===== src/rtl/tspp_pipeline_ctrl.sv =====
// Fetch/execute sequencing controller: owns the fetch PC, the imem read request and the
// fetch->execute register control. Optional perf counters under TSPP_PIPE_CTRL_PERF_EN.
module tspp_pipeline_ctrl #(
    parameter logic [31:0] RESET_PC = 32'h0000_0200
) (
    input  logic        CLK,
    input  logic        RST,
    input  logic        imem_wait,
    input  logic        ex_mem_op,
    input  logic        dmem_wait,
    input  logic        brj_taken,
    input  logic [31:0] brj_addr,
    input  logic        halt_req,
    output logic        imem_ren,
    output logic [31:0] pc,
    output logic        fetch_ex_en,
    output logic        fetch_ex_flush,
    output logic        halted,
    output logic [31:0] stall_cycles,
    output logic [31:0] flush_count
);

    typedef enum logic [1:0] {
        ST_RUN    = 2'd0,
        ST_HOLD   = 2'd1,
        ST_DRAIN  = 2'd2,
        ST_HALTED = 2'd3
    } state_t;

    state_t      state_r;
    state_t      state_nxt_s;
    logic [31:0] pc_r;
    logic [31:0] pc_nxt_s;
    logic [31:0] target_r;
    logic [31:0] target_nxt_s;
    logic        ex_stall_s;
    logic [31:0] brj_aligned_s;
    logic        imem_ren_s;
    logic        fetch_ex_en_s;
    logic        fetch_ex_flush_s;
    logic        halted_s;

    assign ex_stall_s    = ex_mem_op & dmem_wait;
    assign brj_aligned_s = {brj_addr[31:2], 2'b00};

    // Control decode: outputs and next state/pc/target from current state and inputs
    always_comb begin
        imem_ren_s       = 1'b0;
        fetch_ex_en_s    = 1'b0;
        fetch_ex_flush_s = 1'b0;
        halted_s         = 1'b0;
        state_nxt_s      = state_r;
        pc_nxt_s         = pc_r;
        target_nxt_s     = target_r;
        if (RST) begin
            fetch_ex_flush_s = 1'b1;
            state_nxt_s      = ST_RUN;
            pc_nxt_s         = RESET_PC;
            target_nxt_s     = 32'd0;
        end else begin
            case (state_r)
                ST_RUN: begin
                    imem_ren_s = 1'b1;
                    if (ex_stall_s && imem_wait) begin
                        state_nxt_s = ST_RUN;
                    end else if (ex_stall_s) begin
                        state_nxt_s = ST_HOLD;
                    end else if (halt_req) begin
                        fetch_ex_flush_s = 1'b1;
                        state_nxt_s      = ST_HALTED;
                    end else if (brj_taken && imem_wait) begin
                        fetch_ex_flush_s = 1'b1;
                        target_nxt_s     = brj_aligned_s;
                        state_nxt_s      = ST_DRAIN;
                    end else if (brj_taken) begin
                        fetch_ex_flush_s = 1'b1;
                        pc_nxt_s         = brj_aligned_s;
                    end else if (imem_wait) begin
                        fetch_ex_flush_s = 1'b1;
                    end else begin
                        fetch_ex_en_s = 1'b1;
                        pc_nxt_s      = pc_r + 32'd4;
                    end
                end
                ST_HOLD: begin
                    // Fetch stage already holds the completed instruction; no new read.
                    if (ex_stall_s) begin
                        state_nxt_s = ST_HOLD;
                    end else if (halt_req) begin
                        fetch_ex_flush_s = 1'b1;
                        state_nxt_s      = ST_HALTED;
                    end else if (brj_taken) begin
                        fetch_ex_flush_s = 1'b1;
                        pc_nxt_s         = brj_aligned_s;
                        state_nxt_s      = ST_RUN;
                    end else begin
                        fetch_ex_en_s = 1'b1;
                        pc_nxt_s      = pc_r + 32'd4;
                        state_nxt_s   = ST_RUN;
                    end
                end
                ST_DRAIN: begin
                    imem_ren_s       = 1'b1;
                    fetch_ex_flush_s = 1'b1;
                    if (!imem_wait) begin
                        pc_nxt_s    = target_r;
                        state_nxt_s = ST_RUN;
                    end else begin
                        state_nxt_s = ST_DRAIN;
                    end
                end
                ST_HALTED: begin
                    fetch_ex_flush_s = 1'b1;
                    halted_s         = 1'b1;
                end
                default: begin
                    fetch_ex_flush_s = 1'b1;
                    state_nxt_s      = ST_RUN;
                    pc_nxt_s         = RESET_PC;
                end
            endcase
        end
    end

    // State, pc and redirect target registers (reset values come through the decode)
    always_ff @(posedge CLK) begin
        state_r  <= state_nxt_s;
        pc_r     <= pc_nxt_s;
        target_r <= target_nxt_s;
    end

    assign imem_ren       = imem_ren_s;
    assign pc             = pc_r;
    assign fetch_ex_en    = fetch_ex_en_s;
    assign fetch_ex_flush = fetch_ex_flush_s;
    assign halted         = halted_s;

`ifdef TSPP_PIPE_CTRL_PERF_EN
    logic [31:0] stall_cnt_r;
    logic [31:0] flush_cnt_r;
    logic        redirect_s;
    logic        stall_evt_s;

    assign redirect_s  = !RST && !ex_stall_s && !halt_req && brj_taken &&
                         ((state_r == ST_RUN) || (state_r == ST_HOLD));
    assign stall_evt_s = !RST && !fetch_ex_en_s && (state_r != ST_HALTED);

    // Saturating perf counters
    always_ff @(posedge CLK) begin
        if (RST) begin
            stall_cnt_r <= 32'd0;
            flush_cnt_r <= 32'd0;
        end else begin
            if (stall_evt_s && (stall_cnt_r != 32'hFFFF_FFFF)) begin
                stall_cnt_r <= stall_cnt_r + 32'd1;
            end else begin
                stall_cnt_r <= stall_cnt_r;
            end
            if (redirect_s && (flush_cnt_r != 32'hFFFF_FFFF)) begin
                flush_cnt_r <= flush_cnt_r + 32'd1;
            end else begin
                flush_cnt_r <= flush_cnt_r;
            end
        end
    end

    assign stall_cycles = stall_cnt_r;
    assign flush_count  = flush_cnt_r;
`else
    assign stall_cycles = 32'd0;
    assign flush_count  = 32'd0;
`endif

endmodule


===== config.mk =====
export PLATFORM = sky130hd
export DESIGN_NAME = tspp_pipeline_ctrl
export DESIGN_NICKNAME = d
export VERILOG_FILES = /design/src/rtl/tspp_pipeline_ctrl.sv
export SDC_FILE = /design/constraint.sdc
export NUM_CORES = 1
export LEC_CHECK = 0
export CAP_MARGIN = 20
export CORE_MARGIN = 8
export CORE_UTILIZATION = 48
export CTS_BUF_LIST = sky130_fd_sc_hd__clkbuf_4
export DETAILED_ROUTE_END_ITERATION = 8
export PLACE_DENSITY = 0.84
export SYNTH_ARGS = -nofsm -noshare
export SYNTH_HDL_FRONTEND = slang
export SYNTH_SLANG_ARGS = --single-unit
export TNS_END_PERCENT = 10

===== constraint.sdc =====
create_clock -name CLK -period 2.5 [get_ports CLK]
set_clock_uncertainty 0.15 [all_clocks]
set_input_delay 0.5 -clock CLK [delete_from_list [all_inputs] [get_ports CLK]]
set_output_delay 0.5 -clock CLK [all_outputs]
set_load 0.01 [all_outputs]

==> flow_metrics.tcl <==
set metrics [dict create \
    status "finished, final reports clean" \
    rsz0062_at_grt "no" \
    r2r_setup_slack_ns 0.20 \
    hpwl_mm 8.75 \
    cp.required_ns 1.85 \
    grt_first_pass_wirelength_mm 19.2 \
    fp.dieArea_um2 11700 \
    min_from "target_r[17]" \
    grt_pass1_vias 4073 \
    maxCapViolCount 0 \
    syn_inst 566 \
    htreeDepth 3 \
    cts_tree "yes" \
    synth_seq_cells 62 \
    whs_path_depth 2 \
    initial_core_util 0.496 \
    synth_cell_types 58 \
    total_leakage_power_nw 1.87 \
    power_density_nw_per_um2 827 \
    boundaryPins 139 \
    worstPathArrival_ns 1.77 \
    postRouteWirelength_mm 12.2 \
    ys_warn_count 0 \
    clock-sinks 62 \
    syn2layout_area_growth_pct 20.9 \
    cts_buffers 9 \
    drtAntennaViolNets 0 \
    route.detailed.wl_per_inst_um 16.2 \
    synth_area_leaders "dfxtp_1, buf_4, nand2_1" \
    synth_area_um2 4100 \
    final_common_cell "nand2_1" \
    dpl_cell_area_um2 4800 \
    drc_errors 0 \
    gp_congestion 0.868 \
    viasPerCell 5.63 \
    core_um2 8260 \
    rows 33 \
    cp_max_fo 5 \
    r2r_start "state_r[0]" \
    layout.nets 689 \
    synth_area_leader_cell "dfxtp_1" \
    worst_slew_pin_slew_ns 0.529 \
    r2r_cells 8 \
    antenna_found_initial 0 \
    worst-setup-path-type "flip-flop to output pin" \
    maxSlewViolCount 0 \
    root_buffer "clkbuf_4" \
    min_path_type "flip-flop to flip-flop" \
    cts_setup_buffers 0 \
    synth_edf_count 0 \
    clk_pin_slew_ns 0.11 \
    clock_latency_ns 0.41 \
    startpoint_type "flip-flop" \
    fmax_ghz 0.413 \
    peakVddDrop_mv 0.568 \
    avgSynthCellArea_um2 7.24 \
    fin_crit_sh 0.969 \
    antenna_cells 0 \
    grt_max_degree 34 \
    cts_max_path_buffers 2 \
    worstReg2RegEnd "pc[23]" \
    dieWidth_um 108 \
    ys_seq_area_frac 0.303 \
    async_flop_share 0 \
    whs_ns 0.310 \
    holdPathEnd "target_r[17]" \
    final_cell_mix "nand2_1, a21oi_1, conb_1, clkdlybuf4s50_1, dfxtp_1" \
    via_count 4248 \
    grt-ovfl-total 0 \
    synth.top_cell.area_share 0.303 \
    setup_viol 0 \
    portBuffers 70 \
    dr.first_iter.drc_count 349 \
    gr-usage-all-layers 0.200 \
    hold_viol_final 0 \
    relSlewSlack 0.647 \
    dr.pass1.iters 5 \
    drive_above_1_share 0.108 \
    die_height_um 108 \
    synth_flop_cell "dfxtp_1" \
    fin_area_um2 4950 \
    worstSetupEndpointType "output pin" \
    timing.final.crit_period_ns 2.42 \
]
-- power breakdown --
| group | switching (mW) | leakage (nW) | internal (mW) |
|---|---|---|---|
| Sequential | 0.233 | 0.506 | 1.17 |
| Clock | 0.385 | 0.0731 | 0.298 |
| Combinational | 1.09 | 1.29 | 0.920 |
-- kinds of logic after synthesis --
group | count (synthesis) | synth area share
and+or+nand+nor | 206 | 0.237
DFF | 62 | 0.303
adders and majority gates | 6 | 0.0183
xor gates and xnor gates | 10 | 0.0214
AOI/OAI and AO/OA | 162 | 0.238
other | 1 | 0.000915
muxes | 6 | 0.0150
buffers and inverters | 113 | 0.166
-- how the worst max path moves through the flow --
stage,start,to,slack (ns),cells after the start
5_1_grt,state_r[0],imem_ren,0.01,5
2_1_floorplan,state_r[0],pc[26],0.18,8
6_report,state_r[0],imem_ren,0.08,5
3_5_place_dp,ex_mem_op,pc[26],-0.12,7
3_3_place_gp,ex_mem_op,fetch_ex_en,-0.09,4
4_1_cts,state_r[1],fetch_ex_flush,-0.0007,6
-- flip-flops by register name, indices dropped and copies added (netlist names) --
| signal | count |
|---|---|
| state_r | 2 |
| pc | 30 |
| target_r | 30 |
-- metal layers --
metal | part of all wire | up-vias | track usage
li1 | - | 2011 | -
met1 | 0.41 | 1995 | 0.238
met2 | 0.47 | 215 | 0.331
met3 | 0.099 | 27 | 0.0541
met4 | 0.021 | 0 | 0.0890
met5 | 0 | - | 0
-- cell type report --
class                   instances  area [um2]
repair buffers                108         975
multi-input cells             456        2440
inverters                       7        26.3
fillers                       721        3310
flip-flops and latches         62        1250
clock inverters                 7        65.1
clock buffers                   9        67.6
well taps                     105         131
-- what timing repair did --
action | in CTS | in global routing
resized for setup | 10 | 5
pin swaps | 0 | 0
hold buffers | 0 | 0
setup endpoints to repair | 3 | 2
-- cells in the mapped netlist (7+ instances only) --
cell      count
nor2_1       22
nand2_1     108
nand4_1      12
o21ai_0      39
clkbuf_1     33
and3_1        7
nor4_1        8
o211ai_1      8
xnor2_1       9
nand3_1      13
buf_4        66
a211oi_1      9
a21oi_1      69
dfxtp_1      62
-- stage by stage --
stage | setup slack [ns] | utilization | power [mW] | TNS, ns | std cells
2_1_floorplan | 0.178 | - | 2.61 | 0 | 631
3_3_place_gp | -0.0900 | 0.581 | 3.29 | -0.254 | 738
3_5_place_dp | -0.123 | 0.581 | 3.36 | -0.398 | 738
4_1_cts | -0.000691 | 0.600 | 4.08 | -0.000691 | 754
5_1_grt | 0.00975 | 0.600 | 4.37 | 0 | 754
6_report | 0.0765 | 0.600 | 4.10 | 0 | 754
-- worst max-delay path: stages (launching register included) --
cell             delay [ns]
dfxtp_4                0.39
inv_1                  0.08
ha_2                   0.22
or2_1                  0.26
and2_1                 0.18
clkdlybuf4s15_1        0.24
Note: power is estimated with default switching activity, not from simulation.
